File: config.mk
export PLATFORM = sky130hd
export DESIGN_NAME = alu_op_sequencer
export DESIGN_NICKNAME = d
export VERILOG_FILES = /design/src/rtl/alu_op_sequencer.sv
export SDC_FILE = /design/constraint.sdc
export NUM_CORES = 1
export LEC_CHECK = 0
export BUFFER_PORTS_ARGS = -buffer_cell sky130_fd_sc_hd__buf_2
export CAP_MARGIN = 5
export CORE_MARGIN = 8
export CORE_UTILIZATION = 45
export CTS_CLUSTER_DIAMETER = 50
export DETAILED_ROUTE_END_ITERATION = 7
export SYNTH_ARGS = -nofsm -noshare
export SYNTH_HDL_FRONTEND = slang
export SYNTH_SLANG_ARGS = --single-unit
File: constraint.sdc
create_clock -name clk -period 6.7 [get_ports clk]
set_input_delay 0.67 -clock clk [delete_from_list [all_inputs] [get_ports clk]]
set_output_delay 0.67 -clock clk [all_outputs]
set_load 0.01 [all_outputs]
File: src/rtl/alu_op_sequencer.sv
// alu_op_sequencer: issue side of the adiabatic ALU frame protocol (FIFO, decode, frame hold, result capture).
// Optional phase-consistency monitor is compiled in when ALU_SEQ_PHASE_CHECK_EN is defined.
module alu_op_sequencer #(
    parameter int CLK_WIDTH  = 13,
    parameter int DATA_WIDTH = 16,
    parameter int OP_DEPTH   = 4
) (
    input  logic                  clk,
    input  logic                  reset,
    input  logic                  instFlag,
    input  logic [CLK_WIDTH-1:0]  clkpos,
    input  logic [CLK_WIDTH-1:0]  clkneg,
    input  logic                  op_valid,
    output logic                  op_ready,
    input  logic [15:0]           op_instr,
    input  logic [DATA_WIDTH-1:0] op_a,
    input  logic [DATA_WIDTH-1:0] op_b,
    output logic [9:0]            alu_ctrl,
    output logic [DATA_WIDTH-1:0] a,
    output logic [DATA_WIDTH-1:0] b,
    output logic [15:0]           instr_in,
    input  logic [DATA_WIDTH-1:0] alu_out,
    input  logic                  out_Zero_Detect,
    output logic                  res_valid,
    input  logic                  res_ready,
    output logic [DATA_WIDTH-1:0] res_data,
    output logic                  res_zero,
    output logic                  err_illegal,
    output logic                  err_timeout,
    output logic                  phase_err
);

    localparam int PTR_W = $clog2(OP_DEPTH);
    localparam int CNT_W = $clog2(OP_DEPTH + 1);

    typedef enum logic [1:0] {
        S_IDLE   = 2'd0,
        S_EVAL   = 2'd1,
        S_RESULT = 2'd2
    } state_t;

    function automatic logic [9:0] decode_ctrl(input logic [3:0] opc);
        logic [9:0] ctrl;
        case (opc)
            4'h0:    ctrl = 10'h00E;
            4'h1:    ctrl = 10'h03E;
            4'h2:    ctrl = 10'h07E;
            4'h3:    ctrl = 10'h00C;
            4'h4:    ctrl = 10'h00D;
            4'h5:    ctrl = 10'h00F;
            4'h6:    ctrl = 10'h00A;
            4'h7:    ctrl = 10'h00E;
            default: ctrl = 10'h000;
        endcase
        return ctrl;
    endfunction

    state_t                state_r, state_nxt_s;
    logic [15:0]           fifo_instr_r [OP_DEPTH];
    logic [DATA_WIDTH-1:0] fifo_a_r     [OP_DEPTH];
    logic [DATA_WIDTH-1:0] fifo_b_r     [OP_DEPTH];
    logic [PTR_W-1:0]      rd_ptr_r, wr_ptr_r, rd_ptr_nxt_s, sel_ptr_s;
    logic [CNT_W-1:0]      count_r, count_nxt_s;
    logic                  instflag_q_r, fe_s, plateau_s, push_s;
    logic                  try_issue_s, issue_s, nop_s, illegal_s, timeout_s, capture_s;
    logic [1:0]            pop_cnt_s;
    logic                  head_illegal_s, second_illegal_s;
    logic [15:0]           sel_instr_s;
    logic [DATA_WIDTH-1:0] sel_a_s, sel_b_s;
    logic                  op_ready_r, res_valid_r, res_zero_r, err_illegal_r, err_timeout_r;
    logic [9:0]            alu_ctrl_r;
    logic [DATA_WIDTH-1:0] a_r, b_r, res_data_r;
    logic [15:0]           instr_in_r;

    assign fe_s             = instFlag & ~instflag_q_r;
    assign plateau_s        = (clkpos == {CLK_WIDTH{1'b1}}) && (clkneg == {CLK_WIDTH{1'b0}});
    assign push_s           = op_valid & op_ready_r;
    assign rd_ptr_nxt_s     = rd_ptr_r + PTR_W'(1);
    assign head_illegal_s   = fifo_instr_r[rd_ptr_r][15];
    assign second_illegal_s = fifo_instr_r[rd_ptr_nxt_s][15];
    assign sel_instr_s      = fifo_instr_r[sel_ptr_s];
    assign sel_a_s          = fifo_a_r[sel_ptr_s];
    assign sel_b_s          = fifo_b_r[sel_ptr_s];
    assign count_nxt_s      = count_r + CNT_W'(push_s) - CNT_W'(pop_cnt_s);

    // Frame FSM next state and per-cycle issue/capture decisions
    always_comb begin
        state_nxt_s = state_r;
        try_issue_s = 1'b0;
        issue_s     = 1'b0;
        nop_s       = 1'b0;
        illegal_s   = 1'b0;
        timeout_s   = 1'b0;
        capture_s   = 1'b0;
        pop_cnt_s   = 2'd0;
        sel_ptr_s   = rd_ptr_r;
        case (state_r)
            S_IDLE: begin
                try_issue_s = fe_s & ~res_valid_r;
            end
            S_EVAL: begin
                if (plateau_s) begin
                    capture_s   = 1'b1;
                    state_nxt_s = S_RESULT;
                end else if (fe_s) begin
                    timeout_s   = 1'b1;
                    try_issue_s = 1'b1;
                end else begin
                    state_nxt_s = S_EVAL;
                end
            end
            S_RESULT: begin
                try_issue_s = fe_s & ~res_valid_r;
            end
            default: begin
                state_nxt_s = S_IDLE;
            end
        endcase
        // An illegal head is dropped and only the single entry behind it gets a chance this frame
        if (try_issue_s) begin
            if (count_r == {CNT_W{1'b0}}) begin
                nop_s       = 1'b1;
                state_nxt_s = S_IDLE;
            end else if (!head_illegal_s) begin
                pop_cnt_s   = 2'd1;
                issue_s     = 1'b1;
                state_nxt_s = S_EVAL;
            end else begin
                illegal_s = 1'b1;
                if ((count_r >= CNT_W'(2)) && !second_illegal_s) begin
                    pop_cnt_s   = 2'd2;
                    issue_s     = 1'b1;
                    sel_ptr_s   = rd_ptr_nxt_s;
                    state_nxt_s = S_EVAL;
                end else begin
                    pop_cnt_s   = 2'd1;
                    nop_s       = 1'b1;
                    state_nxt_s = S_IDLE;
                end
            end
        end else begin
            pop_cnt_s = pop_cnt_s;
        end
    end

    // State register and frame-edge history
    always_ff @(posedge clk or negedge reset) begin
        if (!reset) begin
            state_r      <= S_IDLE;
            instflag_q_r <= 1'b0;
        end else begin
            state_r      <= state_nxt_s;
            instflag_q_r <= instFlag;
        end
    end

    // Operation FIFO storage
    always_ff @(posedge clk or negedge reset) begin
        if (!reset) begin
            for (int i = 0; i < OP_DEPTH; i++) begin
                fifo_instr_r[i] <= 16'h0000;
                fifo_a_r[i]     <= {DATA_WIDTH{1'b0}};
                fifo_b_r[i]     <= {DATA_WIDTH{1'b0}};
            end
        end else if (push_s) begin
            fifo_instr_r[wr_ptr_r] <= op_instr;
            fifo_a_r[wr_ptr_r]     <= op_a;
            fifo_b_r[wr_ptr_r]     <= op_b;
        end
    end

    // FIFO pointers, occupancy and registered ready
    always_ff @(posedge clk or negedge reset) begin
        if (!reset) begin
            rd_ptr_r   <= {PTR_W{1'b0}};
            wr_ptr_r   <= {PTR_W{1'b0}};
            count_r    <= {CNT_W{1'b0}};
            op_ready_r <= 1'b0;
        end else begin
            rd_ptr_r   <= rd_ptr_r + PTR_W'(pop_cnt_s);
            wr_ptr_r   <= wr_ptr_r + PTR_W'(push_s);
            count_r    <= count_nxt_s;
            op_ready_r <= (count_nxt_s != CNT_W'(OP_DEPTH));
        end
    end

    // ALU pins: loaded only on a frame edge, otherwise held for the whole frame
    always_ff @(posedge clk or negedge reset) begin
        if (!reset) begin
            alu_ctrl_r <= 10'h000;
            a_r        <= {DATA_WIDTH{1'b0}};
            b_r        <= {DATA_WIDTH{1'b0}};
            instr_in_r <= 16'h0000;
        end else if (issue_s) begin
            alu_ctrl_r <= decode_ctrl(sel_instr_s[15:12]);
            a_r        <= (sel_instr_s[15:12] == 4'h7) ? {DATA_WIDTH{1'b0}} : sel_a_s;
            b_r        <= sel_b_s;
            instr_in_r <= {4'h0, sel_instr_s[11:0]};
        end else if (nop_s) begin
            alu_ctrl_r <= 10'h000;
            a_r        <= {DATA_WIDTH{1'b0}};
            b_r        <= {DATA_WIDTH{1'b0}};
            instr_in_r <= 16'h0000;
        end
    end

    // Result capture on the plateau and sticky error flags
    always_ff @(posedge clk or negedge reset) begin
        if (!reset) begin
            res_valid_r   <= 1'b0;
            res_data_r    <= {DATA_WIDTH{1'b0}};
            res_zero_r    <= 1'b0;
            err_illegal_r <= 1'b0;
            err_timeout_r <= 1'b0;
        end else begin
            if (capture_s) begin
                res_valid_r <= 1'b1;
                res_data_r  <= alu_out;
                res_zero_r  <= out_Zero_Detect;
            end else if (res_valid_r && res_ready) begin
                res_valid_r <= 1'b0;
            end
            err_illegal_r <= err_illegal_r | illegal_s;
            err_timeout_r <= err_timeout_r | timeout_s;
        end
    end

`ifdef ALU_SEQ_PHASE_CHECK_EN
    logic phase_err_r;

    // Sticky flag for complementary-phase violations while an op is in flight
    always_ff @(posedge clk or negedge reset) begin
        if (!reset) begin
            phase_err_r <= 1'b0;
        end else if ((state_r == S_EVAL) && (clkpos != ~clkneg)) begin
            phase_err_r <= 1'b1;
        end
    end

    assign phase_err = phase_err_r;
`else
    assign phase_err = 1'b0;
`endif

    assign op_ready    = op_ready_r;
    assign alu_ctrl    = alu_ctrl_r;
    assign a           = a_r;
    assign b           = b_r;
    assign instr_in    = instr_in_r;
    assign res_valid   = res_valid_r;
    assign res_data    = res_data_r;
    assign res_zero    = res_zero_r;
    assign err_illegal = err_illegal_r;
    assign err_timeout = err_timeout_r;

endmodule

Word level (Yosys, flattened, before mapping)
Memories as Yosys holds them, arrays and structs flattened.
Index checks and enable logic that the tools add are counted.
{ "word_totals": {"register_bits": 281, "latchBits": 0, "ram_bits": 0, "mem_bits_ro": 48, "n_memories": 1} }
{ "mem_list": {"columns": ["name", "words", "word_bits", "rd", "rd_clocked_by_memory_dff", "wr", "line", "rtl"], "rows": [
  ["(name not given)", 8, 6, 1, 0, 0, "44", "case (opc)"]
]} }
{ "op_classes": {"addsub": 5, "multipliers": 0, "n_div": 0, "n_lt_le_gt_ge": 6, "n_eq_ne": 7, "shift": 0, "n_mux": 62, "bitwise": 11, "reduce_logical": 12} }
{ "ops": {"columns": ["operator", "count"], "rows": [
  ["$mux W16", 16],
  ["$bwmux W64", 3],
  ["$bmux W16 S2", 5],
  ["$demux W16 S2", 1],
  ["$mux W10", 3],
  ["$mux W2", 11],
  ["$mux W1", 21],
  ["$eq A13 B13 Y1 const B", 1],
  ["$logic_not A13 Y1", 1],
  ["$ge A3 B3 Y1 const B", 4],
  ["$not A2 Y3", 4],
  ["$eq A4 B3 Y1 const B", 1],
  ["$logic_and A1 B1 Y1", 4],
  ["$ne A4 B4 Y1 const B", 1],
  ["$pmux W2 S2", 1],
  ["$reduce_bool A2 Y1", 2],
  ["$add A3 B1 Y3", 1],
  ["$and A1 B1 Y1", 3],
  ["$ge A3 B2 Y1 const B", 1],
  ["$logic_not A3 Y1", 1],
  ["$lt A3 B1 Y1 const B", 1],
  ["$ne A3 B3 Y1 const B", 1],
  ["$sub A3 B2 Y3", 1],
  ["$add A2 B1 Y2", 1],
  ["12 further kinds", 14]
]} }

Depth between registers and ports, before layout
{ "logic_depth": {"ltp_word": 18, "mapped_depth": 14} }

Least setup slack after synthesis
Ideal clock, no wire load.
{ "synth_timing": {"kind": "input to register", "startpoint": "input port clkneg[7]", "endpoint": "register a_r[10] (netlist: a[10])", "t_arrival_ns": 3.712, "t_required_ns": 6.576, "setup_slack_ns": 2.864, "path_stages": 13, "cell_sequence": "or4_1 > or4b_4 > o21ai_4 > nor2_2 > inv_2 > nor2_1 > mux4_2 > a21oi_1 > ha_1 > nand4_1 > o31ai_2 > buf_2 > o21ai_1"} }
{ "synth_between": {"elab_chain_cells": 12, "word_cells_on_any_way": 18, "cone_classes": "eq/ne (1); mux (13); bitwise (1); reduce/logical (3)"} }
{ "synth_lines": {"columns": ["element", "line", "rtl"], "rows": [
  ["start, declared", "12", "input logic [CLK_WIDTH-1:0] clkneg,"],
  ["$logic_not A13 Y1 *", "76", "assign plateau_s = (clkpos == {CLK_WIDTH{1'b1}}) && (clkneg == {CLK_WIDTH{1'b0}});"],
  ["$logic_and A1 B1 Y1 *", "76", null],
  ["$mux W1 *", "102", "if (plateau_s) begin"],
  ["$pmux W1 S2 *", "97", "case (state_r)"],
  ["$mux W2", "120", "if (try_issue_s) begin"],
  ["$not A2 Y3 (implied by the code)", "81, 82", null],
  ["$bmux W16 S2", "81", "assign sel_instr_s = fifo_instr_r[sel_ptr_s];"],
  ["$mux W16 (implied by the code) (2 in a row)", "81", null],
  ["$eq A4 B3 Y1", "196", "a_r <= (sel_instr_s[15:12] == 4'h7) ? {DATA_WIDTH{1'b0}} : sel_a_s;"],
  ["$mux W16", "196", null],
  ["$mux W16", "194", "end else if (issue_s) begin"],
  ["end signal, assigned", "191", "a_r <= {DATA_WIDTH{1'b0}};"],
  ["end signal, assigned", "196", null],
  ["end signal, assigned", "201", "a_r <= {DATA_WIDTH{1'b0}};"],
  ["end, declared", "72", "logic [DATA_WIDTH-1:0] a_r, b_r, res_data_r;"]
]} }
Mark *: on every way between the ends. The rest lies on a longest branch, timed or not. The select of a mux whose other input is x is not followed.
A chain may end at the register's enable or synchronous reset.

Final worst setup path
{ "layout_timing": {"startpoint": "input port clkneg[7]", "endpoint": "register op_ready_r (netlist: op_ready)"} }
{ "layout_between": {"elab_chain_cells": 7} }
{ "layout_lines": {"columns": ["element", "line", "rtl"], "rows": [
  ["$logic_not A13 Y1", "76", null],
  ["$logic_and A1 B1 Y1", "76", null],
  ["$mux W1", "102", null],
  ["$pmux W1 S2", "97", null],
  ["$mux W2", "120", null],
  ["$sub A3 B2 Y3", "84", "assign count_nxt_s = count_r + CNT_W'(push_s) - CNT_W'(pop_cnt_s);"],
  ["via count_nxt_s[2]", "63", "logic [CNT_W-1:0] count_r, count_nxt_s;"],
  ["$ne A3 B3 Y1", "183", "op_ready_r <= (count_nxt_s != CNT_W'(OP_DEPTH));"],
  ["end signal, assigned", "183", null],
  ["end, declared", "70", "logic op_ready_r, res_valid_r, res_zero_r, err_illegal_r, err_timeout_r;"]
]} }
The timed path passes the listed nets, and every way through them passes these cells.

==> summary.md <==
| Metric | Value |
|---|---|
| Status | `completed` |
| Wire per inst | `approximately 20 um` |
| Critical Path End Type | `flop` |
| Via count | `approximately 9,500` |
| Worst-margin pin slew | `about 1.0 ns` |
| Avg Vias per Cell | `5.75` |
| Pint | `between 5 and 6 mW` |
| Reg2Reg Depth | `13` |
| H-Tree Level Count | `2` |
| Vias in the first global route | `just under 10,000` |
| Critical path's slowest cell | `buf_4` |
| Cell row count | `62` |
| HPWL after DPL | `20,600 um` |
| Mapped Cells | `between 1,000 and 1,500` |
| CP peak stage delay | `~0.62 ns` |
| R2r startpoint | `rd_ptr_r[0]$_DFF_PN0_` |
| Synth warnings | `0` |
| Top cells by area, synth | `dfrtp_1 (53%), mux2_2 (18%), nor3_1 (5.8%)` |
| Startpoint types | `primary input` |
| Deepest clock path buffer count | `3` |
| Min Tclk post-route | `approximately 4.3 ns` |
| Final setup vio count | `0` |
| CTS tree | `built` |
| Max-Cap Viols | `0` |
| CP Class | `primary input to flop` |
| # hold bufs at CTS | `0` |
| Fmax | `between 0.2 and 0.25 GHz` |
| Clock sinks | `273` |
| Most instantiated cells after synthesis | `dfrtp_1 (273), mux2_2 (209), nor3_1 (151)` |
| Final hold slack | `~0.28 ns` |
| Overall Global Routing Usage | `a little under 20%` |
| Comb power frac | `a little under two fifths` |
| Worst-path cell chain | `buf_2 > or4_1 > or4b_4 > o21ai_4 > buf_4 > nor2_4 > clkinv_2 > buf_4 > ha_1 > fa_1 > xor2_1 > xnor2_1 > nand2_1` |
| Chip height | `186 um` |
| Largest net degree at the start of global routing | `about 130` |
| WL final | `between 30,000 and 40,000 um` |
| Initial DRT Pass Iterations | `5` |
| Layout Skew | `~0.011 ns` |
| Ys flop type | `dfrtp_1` |
| Worst path most repeated cell | `buf_4` |
| Top delay family on crit path | `buffers and inverters` |
| Crit path buf inv count | `4` |
| Final cell count without fillers | `between 1,500 and 2,000` |
| Mapped cell area | `roughly 13,000 sq um` |
| Proportion of layout cells with a drive suffix above 1 | `between 30% and 40%` |
| Switching Power | `2.78 mW` |
| Reg2reg setup slack | `about 2.5 ns` |
| Number of synthesized flops with an enable pin | `0` |
| Async set-reset flop share out of synthesis | `between 90% and 100%` |
| Grt ovf | `0` |
| Largest area contributor in the netlist | `dfrtp_1` |
| Initial DRC count | `644` |
| FF+latch count, synth | `around 270` |
| Worst R2R End | `a[4]$_DFFE_PN0P_` |
| Hold Crit Class | `primary input to asynchronous set/reset pin` |
| Routability Congestion | `between 0.7 and 0.8` |
| Crit path DAT | `about 4.6 ns` |
| IO buf count | `between 150 and 200` |
| DRC errors left | `0` |
| Clk_lat worst skew | `about 0.50 ns` |
| Ports | `about 180` |
| Root Driver | `clkbuf_16` |
| Nets | `1,351` |
| P per Cell Area | `510 nW/um^2` |
| Post-CTS Resized | `0` |
| TritonCTS Buffers | `36` |
| Core region area | `around 29,000 sq um` |
| Reg clk slew, reported paths | `~0.05 ns` |
| Sequential power share | `a little under two fifths` |
| Most common cell in the netlist | `dfrtp_1` |
| Final Hold Viols | `0` |
| Peak VDD IR | `between 200 and 300 uV` |
| DIE AREA | `around 34,000 sq um` |
| CP Max Fanout | `53` |
| Seq/Total Area, Yosys | `a little over half` |
| Fin worst setup slack | `roughly 2.4 ns` |
| Clock power frac | `24.9%` |
| Area added between synthesis and finish | `18.2%` |
| Setup slack at placement | `slightly below 2 ns` |
| Yosys top cell area share | `a little over half` |
| # fillers | `2,580` |
| Placed Cells | `~1,600` |
| Pins over their slew limit | `0` |
| Slew HR | `a little under a third` |
| Die Width | `around 190 um` |
| Initial antenna violation count | `3` |
| Worst Path Required | `just over 7 ns` |
| P_leak | `between 6 and 7 nW` |
| Net Sw Frac | `35.6%` |
| Initial Utilization | `a little under half` |
| First-pass GRT wire length | `54,000 um` |
| Final period util | `a little under two thirds` |
| Fin Setup TNS | `0 ns` |
| RSZ-0062 raised after global routing | `no` |
| DRT antenna net count | `0` |
| Unique masters post-synth | `48` |
| Setup Fix Bufs, Post-CTS | `0` |
| Mapped Avg Cell Area | `between 10 and 15 sq um` |
==> state kept, by name, summed over array words and instances (netlist names) <==
register and count:
rd_ptr_r 2, wr_ptr_r 2, err_illegal 1, a 16
res_data 16, fifo_a_r 64, instr_in 12, b 16
res_valid 1, res_zero 1, count_r 3, alu_ctrl 6
op_ready 1, instflag_q_r 1, fifo_b_r 64, err_timeout 1
fifo_instr_r 64, state_r 2
==> per-layer routing <==
| metal | vias up | track usage (%) | part of all wire (%) |
|---|---|---|---|
| met5 | - | 1.48 | 0.27 |
| met4 | 6 | 7.08 | 2.7 |
| met3 | 71 | 3.73 | 5.5 |
| met2 | 248 | 32.5 | 48 |
| met1 | 4827 | 25.1 | 44 |
| li1 | 4360 | - | - |
==> cells by family (layout without fill, tap and decap cells) <==
logic type / after synthesis / count (layout) / synth area share, %
xor+xnor: 7 / 7 / 0.474
fa+ha+maj: 7 / 7 / 0.735
compound gates: 204 / 204 / 10.5
simple gates: 256 / 256 / 9.58
buf+inv: 104 / 255 / 3.43
flops: 273 / 273 / 52.8
mux: 259 / 259 / 22.4
other cells: 1 / 9 / 0.0290
==> worst max-delay path by stage <==
stage / slack, ns / endpoint / cells past startpoint / startpoint
final: 2.44 / op_ready$_DFF_PN0_ / 13 / clkneg[7]
after global routing: 2.24 / op_ready$_DFF_PN0_ / 13 / clkneg[7]
after CTS: 2.46 / op_ready$_DFF_PN0_ / 13 / clkneg[7]
after detailed placement: 1.94 / op_ready$_DFF_PN0_ / 13 / clkneg[7]
after global placement: 2.03 / op_ready$_DFF_PN0_ / 13 / clkneg[7]
after floorplan: 2.86 / a[10]$_DFFE_PN0P_ / 13 / clkneg[7]
==> stage by stage <==
step / area (sq um) / util (%) / power [mW]
2_1_floorplan: 13000 / - / 4.99
3_3_place_gp: 14100 / 49.3 / 5.80
3_5_place_dp: 14100 / 49.3 / 5.90
4_1_cts: 15300 / 53.6 / 7.87
5_1_grt: 15300 / 53.6 / 8.31
6_report: 15300 / 53.6 / 7.80
==> power groups by stage <==
stage          Clock [mW]  Sequential [mW]  Combinational, mW
2_1_floorplan           0             2.82               2.16
3_3_place_gp            0             2.97               2.84
3_5_place_dp            0             3.00               2.90
4_1_cts              1.99             2.97               2.91
5_1_grt              2.05             3.08               3.18
6_report             1.94             2.97               2.89
==> layout make-up <==
type	count	area [sq um]	share of cell area [%]
Timing Repair Buffer	189	1010	6.61
Inverter	7	27.5	0.180
Sequential cell	273	6840	44.7
Multi-Input combinational cell	741	5730	37.4
Tap cell	384	480	3.14
Clock buffer	48	1050	6.85
Clock inverter	11	161	1.06
Antenna cell	1	2.50	0.0164
==> layout by cell type, fill, tap and decap left out, types with 14 or more instances in the layout <==
cell type / count
dfrtp_1: 271
mux2_2: 209
buf_2: 166
nor3_1: 150
o21ai_0: 65
nand2_1: 61
mux2i_1: 46
clkbuf_16: 37
a31oi_1: 32
a21oi_1: 32
a32o_1: 30
buf_4: 22
nor2_1: 17
o211a_1: 16
o21ai_1: 14
No activity file was read; power rests on OpenSTA's default activity.
